<file path="config.mk">
export PLATFORM = sky130hd
export DESIGN_NAME = md_issue_ctrl
export DESIGN_NICKNAME = d
export VERILOG_FILES = /design/src/rtl/md_issue_ctrl.sv
export SDC_FILE = /design/constraint.sdc
export NUM_CORES = 1
export LEC_CHECK = 0
export ABC_AREA = 1
export BUFFER_PORTS_ARGS = -buffer_cell sky130_fd_sc_hd__buf_2
export CORE_AREA = 2 2 123 125
export DETAILED_ROUTE_END_ITERATION = 12
export DIE_AREA = 0 0 125 127
export SLEW_MARGIN = 20
export SYNTH_ARGS = -nofsm -noshare
export SYNTH_HDL_FRONTEND = slang
export SYNTH_SLANG_ARGS = --single-unit
</file>
<file path="constraint.sdc">
create_clock -name clk -period 3.3 [get_ports clk]
set_input_delay 0.33 -clock clk [delete_from_list [all_inputs] [get_ports clk]]
set_output_delay 0.33 -clock clk [all_outputs]
set_load 0.02 [all_outputs]
</file>
<file path="src/rtl/md_issue_ctrl.sv">
// E-stage requester for the multiply/divide unit: decodes MD instructions, issues
// start/write pulses, tracks the outstanding operation and stalls dependent D-stage reads.
module md_issue_ctrl #(
  parameter int TIMEOUT = 64,
  parameter int CNT_W   = 16
) (
  input  logic             clk,
  input  logic             reset,
  input  logic             Req,
  input  logic [31:0]      E_Instr,
  input  logic [31:0]      E_rs,
  input  logic [31:0]      E_rt,
  input  logic [31:0]      D_Instr,
  input  logic             md_busy,
  input  logic [31:0]      md_hi,
  input  logic [31:0]      md_lo,
  output logic             md_start,
  output logic             md_we,
  output logic [2:0]       md_op,
  output logic [31:0]      md_a,
  output logic [31:0]      md_b,
  output logic             stall_d,
  output logic [31:0]      e_md_rdata,
  output logic             e_md_rvalid,
  output logic             md_err,
  output logic [CNT_W-1:0] stall_cnt
);

  localparam int WD_W = $clog2(TIMEOUT);
  localparam logic [WD_W-1:0] WD_LAST = WD_W'(TIMEOUT - 1);

  typedef enum logic [1:0] {IDLE = 2'd0, ISSUED = 2'd1, WAIT = 2'd2} state_t;

  state_t           state_reg, state_next;
  logic [WD_W-1:0]  wdog_reg, wdog_next;
  logic             md_err_reg;
  logic [CNT_W-1:0] stall_cnt_reg;
  logic             timeout_hit;

  logic       e_rtype, d_rtype;
  logic [5:0] e_funct, d_funct;
  logic       e_is_muldiv, e_is_mt, e_is_mf, d_is_md;
  logic [2:0] e_op;

  assign e_rtype = (E_Instr[31:26] == 6'd0);
  assign d_rtype = (D_Instr[31:26] == 6'd0);
  assign e_funct = E_Instr[5:0];
  assign d_funct = D_Instr[5:0];

  assign e_is_muldiv = e_rtype && (e_funct >= 6'h18) && (e_funct <= 6'h1B);
  assign e_is_mt     = e_rtype && ((e_funct == 6'h11) || (e_funct == 6'h13));
  assign e_is_mf     = e_rtype && ((e_funct == 6'h10) || (e_funct == 6'h12));
  assign d_is_md     = d_rtype && (((d_funct >= 6'h18) && (d_funct <= 6'h1B)) ||
                                   (d_funct == 6'h10) || (d_funct == 6'h11) ||
                                   (d_funct == 6'h12) || (d_funct == 6'h13));

  always_comb begin
    case (e_funct)
      6'h18:   e_op = 3'd0;
      6'h19:   e_op = 3'd1;
      6'h1A:   e_op = 3'd2;
      6'h1B:   e_op = 3'd3;
      6'h11:   e_op = 3'd4;
      6'h13:   e_op = 3'd5;
      default: e_op = 3'd7;
    endcase
  end

  always_ff @(posedge clk) begin
    if (reset) begin
      state_reg     <= IDLE;
      wdog_reg      <= '0;
      md_err_reg    <= 1'b0;
      stall_cnt_reg <= '0;
    end else begin
      state_reg <= state_next;
      wdog_reg  <= wdog_next;
      if (timeout_hit) begin
        md_err_reg <= 1'b1;
      end
      if (stall_d && (stall_cnt_reg != {CNT_W{1'b1}})) begin
        stall_cnt_reg <= stall_cnt_reg + 1'b1;
      end
    end
  end

  // A normal busy-drop exit takes priority over the watchdog on the same cycle.
  always_comb begin
    state_next  = state_reg;
    wdog_next   = wdog_reg;
    timeout_hit = 1'b0;
    case (state_reg)
      IDLE: begin
        if (md_start) begin
          state_next = ISSUED;
        end
      end
      ISSUED: begin
        state_next = WAIT;
        wdog_next  = '0;
      end
      WAIT: begin
        if (!md_busy) begin
          state_next = IDLE;
        end else if (wdog_reg == WD_LAST) begin
          state_next  = IDLE;
          timeout_hit = 1'b1;
        end else begin
          wdog_next = wdog_reg + 1'b1;
        end
      end
      default: state_next = IDLE;
    endcase
  end

  always_comb begin
    md_start    = e_is_muldiv && !Req && (state_reg == IDLE);
    md_we       = e_is_mt && !Req;
    md_op       = (md_start || md_we) ? e_op : 3'd7;
    md_a        = E_rs;
    md_b        = E_rt;
    stall_d     = d_is_md && !Req && ((state_reg != IDLE) || md_start || md_busy);
    e_md_rvalid = e_is_mf;
    e_md_rdata  = 32'd0;
    if (e_is_mf) begin
      e_md_rdata = (e_funct == 6'h10) ? md_hi : md_lo;
    end
    md_err      = md_err_reg;
    stall_cnt   = stall_cnt_reg;
  end

endmodule

</file>
==> impl_metrics.csv, run 1 <==
group,metric,value,unit
hold_path,hp-class,"in -> reg",
finish,drive_above_1_share,0.330,
pwr,switching_share,0.230,
critical_path,cp.required,3.46,ns
sta,period_minus_slack,2.15,ns
drt,num_vias,2829,
finish,n_fill_cell,1647,
cts,post_cts_buffers,0,
sta,fin_setup_tns,0,ns
pwr,combPwrFrac,0.140,
synthesis,yosys.area.top_type,"buf_4",
sta,worst_pin_slew,0.679,ns
synthesis,synth_area_per_cell,6.10,um2
critical_path,cp_data_arrival_time,2.31,ns
die,die_h,127,um
sta,slew_viol_final,0,
cts,cts-buffers-inserted,3,
sta,final-hold-violation-count,0,
global_route,grt_first_pass_wirelength,14.4,mm
die,start_util,0.184,
pwr,powerDensity,212,mW/mm2
pwr,clkPwrFrac,0.407,
die,die-area,0.0159,mm2
global_route,grt_overflow,0,
hold_path,worstHoldPathCells,3,
die,core_area,0.0144,mm2
drt,drt-initial-drc-count,118,
synthesis,syn-cell-area,0.00265,mm2
critical_path,r2r-start,"stall_cnt[1]",
placement,port_buffers,144,
synthesis,synth_warnings,0,
synthesis,yosysTopAreaCellShare,0.190,
critical_path,critPathMaxFanout,13,
sta,fin_hold_ws,0.356,ns
critical_path,start_kind,"register",
sta,max_slew_margin,0.546,
cts,insertion_delay,0.26,ns
cts,cts_buffer_depth,2,
drt,ant_nets,0,
pwr,peakVddDrop,0.140,mV
synthesis,ys_ff_latch,25,
die,io_pins,316,
hold_path,min_from,"md_busy",
hold_path,min_to,"md_err",
sta,worst_clock_skew,0.00477,ns
sta,finalSetupViolCount,0,
pwr,power_switching,0.153,mW
pwr,seqPwrFrac,0.453,
synthesis,postSynthCellCount,435,
job,max-cap-violations,0,
finish,fin_nets,708,
finish,largest_reg_flops,16,
placement,place.gp.congestion,0.781,
global_route,antenna_found_initial,10,
critical_path,reg2reg_slack,1.15,ns
sta,period_share,0.651,
critical_path,r2r_cells,8,
drt,wire_per_inst,13.8,um
synthesis,synth_fp_nets,633,
global_route,use_met1,0.126,
critical_path,r2r-end,"stall_cnt[3]",
pwr,p_leak,1.69,nW
synthesis,ys_top_cells_by_area,"buf_4 19%, dfxtp_1 19%, inv_1 12%, a21oi_1 7.9%, nand2_1 7.9%",
cts,tritoncts,"built",
sta,rsz0062_at_grt,"no",
finish,final_util,0.218,
global_route,met3_usage,0.0356,
drt,vias_per_cell,4.08,
critical_path,endpoint_kind,"register",
synthesis,synth-seq-area-share,0.189,
die,placementRows,44,
die,die_x,125,um
cts,cts_hold_buf,0,
sta,max_freq,465,MHz
global_route,grt_use_total,0.115,
run_status,status,"completed",
cts,clk_pin_slew,0.07,ns
cts,cts_num_sinks,25,
cts,clockRootBuffer,"clkbuf_16",
drt,drt_wl_total,9.61,mm
critical_path,crit_type,"reg -> reg",
synthesis,synth_cell_types,33,
pwr,p_int,0.512,mW
global_route,grt_util_met2,0.215,
global_route,busiest_layer,"met2",
drt,dr.pass1.iters,4,
placement,dp_hpwl,8.04,mm
drt,remaining_drc_errors,0,
global_route,grt_start_max_net_pins,47,
cts,cts_resized,0,
global_route,grt_pass1_vias,2558,
finish,areaGrowthSynthToFinish,18.3,%
cts,htreeDepth,1,
## cell usage after synthesis
master / n
inv_1: 82
buf_4: 67
nand2_1: 56
nor2_1: 55
a21oi_1: 42
o21ai_0: 41
dfxtp_1: 25
nand3_1: 14
nand4_1: 14
buf_2: 6
nand4_2: 5
buf_6: 2
ha_1: 2
nand3_2: 2
nor2_2: 2
nor3_1: 2
o21ai_1: 2
a21boi_0: 1
a31oi_1: 1
clkbuf_1: 1
clkbuf_2: 1
clkbuf_8: 1
nand2_4: 1
nand3b_1: 1
nor2_4: 1
nor3_4: 1
nor4_4: 1
o21bai_1: 1
o2bb2ai_2: 1
or2_2: 1
or2_4: 1
xnor2_1: 1
xor2_1: 1
## routing by layer
layer,wire (um),vias up,part of all wire
li1,-,1453,-
met1,3700,1203,0.39
met2,4810,115,0.50
met3,718,52,0.075
met4,337,6,0.035
met5,44,-,0.0046
## critical path, cell delays in order, from the launching register on
cell and delay, ns:
dfxtp_1 0.38, ha_1 0.24, nand2_1 0.07, nor2_1 0.20, nand4_1 0.58, nand4_1 0.39
nand2_1 0.08, nand2_1 0.06, nor2_1 0.04
## cells in the final DEF (no fill, tap or decap), drive strengths merged
| cell type | Yosys | layout |
|---|---|---|
| buf | 75 | 148 |
| inv | 82 | 82 |
| nor2 | 58 | 58 |
| nand2 | 57 | 57 |
| o21ai | 43 | 43 |
| a21oi | 42 | 42 |
| dfxtp | 25 | 25 |
| nand4 | 19 | 19 |
| nand3 | 16 | 16 |
| clkbuf | 3 | 3 |
| nor3 | 3 | 3 |
| ha | 2 | 2 |
| or2 | 2 | 2 |
| diode | 0 | 1 |
| nor4 | 1 | 1 |
| a21boi | 1 | 1 |
| o2bb2ai | 1 | 1 |
| o21bai | 1 | 1 |
| xnor2 | 1 | 1 |
| xor2 | 1 | 1 |
| nand3b | 1 | 1 |
| a31oi | 1 | 1 |
| clkinv | 0 | 1 |
## cells by family after synthesis
kind of cell / Yosys count / share of synthesized area
simple gates: 157 / 0.287
flops: 25 / 0.189
buf+inv: 160 / 0.334
fa+ha+maj: 2 / 0.00943
compound gates: 89 / 0.174
xor+xnor: 2 / 0.00660
## per-stage QoR
step | area [um2] | setup slack, ns | std cells | power [mW]
after floorplan | 2650 | 1.29 | 435 | 0.455
after global placement | 3060 | 1.12 | 689 | 0.401
after detailed placement | 3060 | 1.13 | 689 | 0.402
after CTS | 3140 | 1.12 | 693 | 0.681
after global routing | 3140 | 0.921 | 693 | 0.701
final | 3140 | 1.15 | 694 | 0.665
## power by group through the flow
stage	clock network, mW	logic (mW)	registers (mW)
6_report	0.271	0.0928	0.302
5_1_grt	0.293	0.107	0.301
4_1_cts	0.285	0.0945	0.301
3_5_place_dp	0	0.0940	0.309
3_3_place_gp	0	0.0924	0.309
2_1_floorplan	0	0.147	0.309
## area by class of cell
type                       instances  area [um2]  share of cell area
timing repair buffer             148         751               0.239
clock inverter                     1        5.00             0.00159
antenna                            1        2.50            0.000797
inverter                          82         308              0.0981
multi-input combinational        250        1270               0.404
tap                              184         230              0.0734
sequential                        25         500               0.159
clock buffer                       3        75.1              0.0239
## how the worst max path moves through the flow
stage,startpoint,end,cells after the start
after floorplan,E_Instr[27],md_op[0],7
after CTS,E_Instr[5],e_md_rdata[31],10
final,stall_cnt[1],stall_cnt[3],8
after global routing,E_Instr[5],e_md_rdata[31],10
after detailed placement,E_Instr[5],e_md_rdata[31],10
after global placement,E_Instr[5],e_md_rdata[3],10
Note: power is estimated with default switching activity, not from simulation.
==> inputs of run 2 (changes only) <==
clock period = 1.7 ns   (was 3.3 ns; I/O delays follow)
==> run 2 against run 1 <==
  * Clock-buffer cell count grew 1
  * Register-to-register slack lost 0.97 ns
  * Sequential power is 94% higher
  * Critical path type is now in -> out
  * First-iteration DRC count shrank 47%
  * Setup slack got worse by 1.1 ns
  * Global-route usage is 0.57 points higher
  * Utilization is 4.1 points higher
  * Critical endpoint is now e_md_rdata[20]
==> impl_metrics.csv, run 2 (synthesized netlist as in run 1, its figures left out) <==
group,metric,value,unit
global_route,grt_use_total,0.121,
drt,vias_per_cell,4.14,
finish,final_util,0.259,
die,io_pins,316,
cts,cts_num_sinks,25,
sta,max_slew_margin,0.701,
hold_path,hp-class,"in -> reg",
cts,tritoncts,"built",
pwr,power_switching,0.319,mW
pwr,clkPwrFrac,0.398,
pwr,p_leak,1.88,nW
die,die_x,125,um
job,max-cap-violations,0,
pwr,powerDensity,357,mW/mm2
sta,max_freq,592,MHz
die,die-area,0.0159,mm2
pwr,peakVddDrop,0.346,mV
finish,largest_reg_flops,16,
pwr,combPwrFrac,0.163,
cts,clk_pin_slew,0.06,ns
global_route,grt_pass1_vias,2760,
global_route,grt_overflow,0,
critical_path,cp_data_arrival_time,1.52,ns
finish,drive_above_1_share,0.431,
critical_path,crit_path_frequent_cell,"buf_6",
pwr,switching_share,0.239,
die,die_h,127,um
global_route,grt_start_max_net_pins,33,
drt,drt-initial-drc-count,62,
cts,cts-buffers-inserted,3,
die,placementRows,44,
finish,final_common_cell,"buf_2",
sta,finalSetupViolCount,0,
finish,mostFrequentLayoutCells,"111 x buf_2, 80 x inv_1, 53 x nor2_1, 53 x nand2_1, 48 x buf_4",
critical_path,reg2reg_slack,0.18,ns
critical_path,cp.required,1.53,ns
sta,period_minus_slack,1.69,ns
global_route,antenna_found_initial,9,
drt,wire_per_inst,14.5,um
finish,fin_nets,735,
placement,port_buffers,144,
critical_path,critPathMaxFanout,9,
drt,drt_wl_total,10.5,mm
cts,insertion_delay,0.26,ns
drt,dr.pass1.iters,4,
pwr,seqPwrFrac,0.439,
drt,remaining_drc_errors,0,
finish,areaGrowthSynthToFinish,40.6,%
pwr,p_int,1.01,mW
sta,worst_pin_slew,0.449,ns
drt,num_vias,2990,
cts,cts_buffer_depth,2,
sta,final-hold-violation-count,0,
cts,clockRootBuffer,"clkbuf_16",
run_status,status,"completed",
cts,cts_hold_buf,0,
sta,fin_setup_tns,0,ns
placement,dp_hpwl,8.17,mm
die,core_area,0.0144,mm2
die,start_util,0.184,
sta,slew_viol_final,0,
global_route,grt_first_pass_wirelength,15.0,mm
critical_path,crit_chain,"buf_2, nor2_4, nand2_4, buf_6, nor3_4, buf_6, clkbuf_16, o21ai_2, a21oi_1, buf_4",
sta,rsz0062_at_grt,"yes",
placement,place.gp.congestion,0.751,
critical_path,max_stage_delay,0.20,ns
sta,worst_clock_skew,0.00370,ns
sta,period_share,0.994,
critical_path,endpoint_kind,"output pin",
critical_path,slowest_stage,"nor3_4",
critical_path,start_kind,"primary input",
critical_path,crit_type,"in -> out",
finish,n_fill_cell,1648,
drt,ant_nets,0,
cts,htreeDepth,1,
## run 2: changes by cell type in the layout (fill, tap and decap cells not counted), moves of 3 or more
cell and delta:
a21oi_1 -11, a21oi_2 +11, buf_12 +4, buf_2 -33, buf_4 +44, buf_6 +6
clkbuf_16 +5, nand2_1 -3, o21ai_0 -30, o21ai_1 +15, o21ai_2 +15
## run 2: worst max-delay path: cells and delay by family
kind	cells	cell delay, ns
and+or+nand+nor	3	0.39
AOI/OAI and AO/OA	2	0.21
buffers and inverters	5	0.73
## run 2: layer usage
metal / wire length [um] / track usage / up-vias
met5: 41 / 0 / -
met4: 467 / 0.0503 / 6
met3: 691 / 0.0343 / 50
met2: 5320 / 0.219 / 111
met1: 3960 / 0.132 / 1305
li1: - / - / 1518
## run 2: final cells by class
| type | instances | area, um2 | share of cell area |
|---|---|---|---|
| clock buffer | 4 | 78.8 | 0.0211 |
| sequential | 25 | 503 | 0.135 |
| timing repair buffer | 175 | 1200 | 0.323 |
| inverter | 82 | 310 | 0.0832 |
| antenna | 2 | 5.00 | 0.00134 |
| multi-input combinational | 250 | 1400 | 0.375 |
| tap | 184 | 230 | 0.0617 |
## run 2: stage by stage
step / power (mW) / hold slack [ns] / setup WS, ns / cell area (um2) / instances
finish: 1.33 / 0.198 / 0.00982 / 3730 / 722
global route: 1.41 / 0.221 / -0.0482 / 3730 / 722
CTS: 1.34 / 0.189 / -0.0386 / 3430 / 710
detailed placement: 0.785 / 0.340 / -0.0515 / 3180 / 701
global placement: 0.783 / 0.340 / -0.0442 / 3180 / 701
floorplan: 0.884 / 0.334 / 0.0107 / 2650 / 435
## run 2: power by group through the flow
| stage | logic, mW | registers, mW | clock network (mW) |
|---|---|---|---|
| floorplan | 0.285 | 0.599 | 0 |
| global placement | 0.184 | 0.599 | 0 |
| detailed placement | 0.186 | 0.599 | 0 |
| CTS | 0.203 | 0.585 | 0.550 |
| global route | 0.245 | 0.585 | 0.580 |
| finish | 0.217 | 0.585 | 0.531 |
## run 2: final timing paths
| check | startpoint | endpoint | depth (start not counted) |
|---|---|---|---|
| setup / recovery | E_Instr[2] | e_md_rdata[20] | 10 |
| hold / removal | md_busy | md_err | 3 |
| setup reg to reg | stall_cnt[0] | stall_cnt[0] | 8 |
| hold reg to reg | wdog_reg[5] | wdog_reg[5] | 2 |
## run 2: what timing repair did
| action | in CTS | in global routing |
|---|---|---|
| pin swaps | 2 | 3 |
| setup endpoints to repair | 11 | 46 |
| gates resized for setup | 47 | 64 |
| buffers inserted | 3 | 6 |
| gates cloned | 2 | 5 |
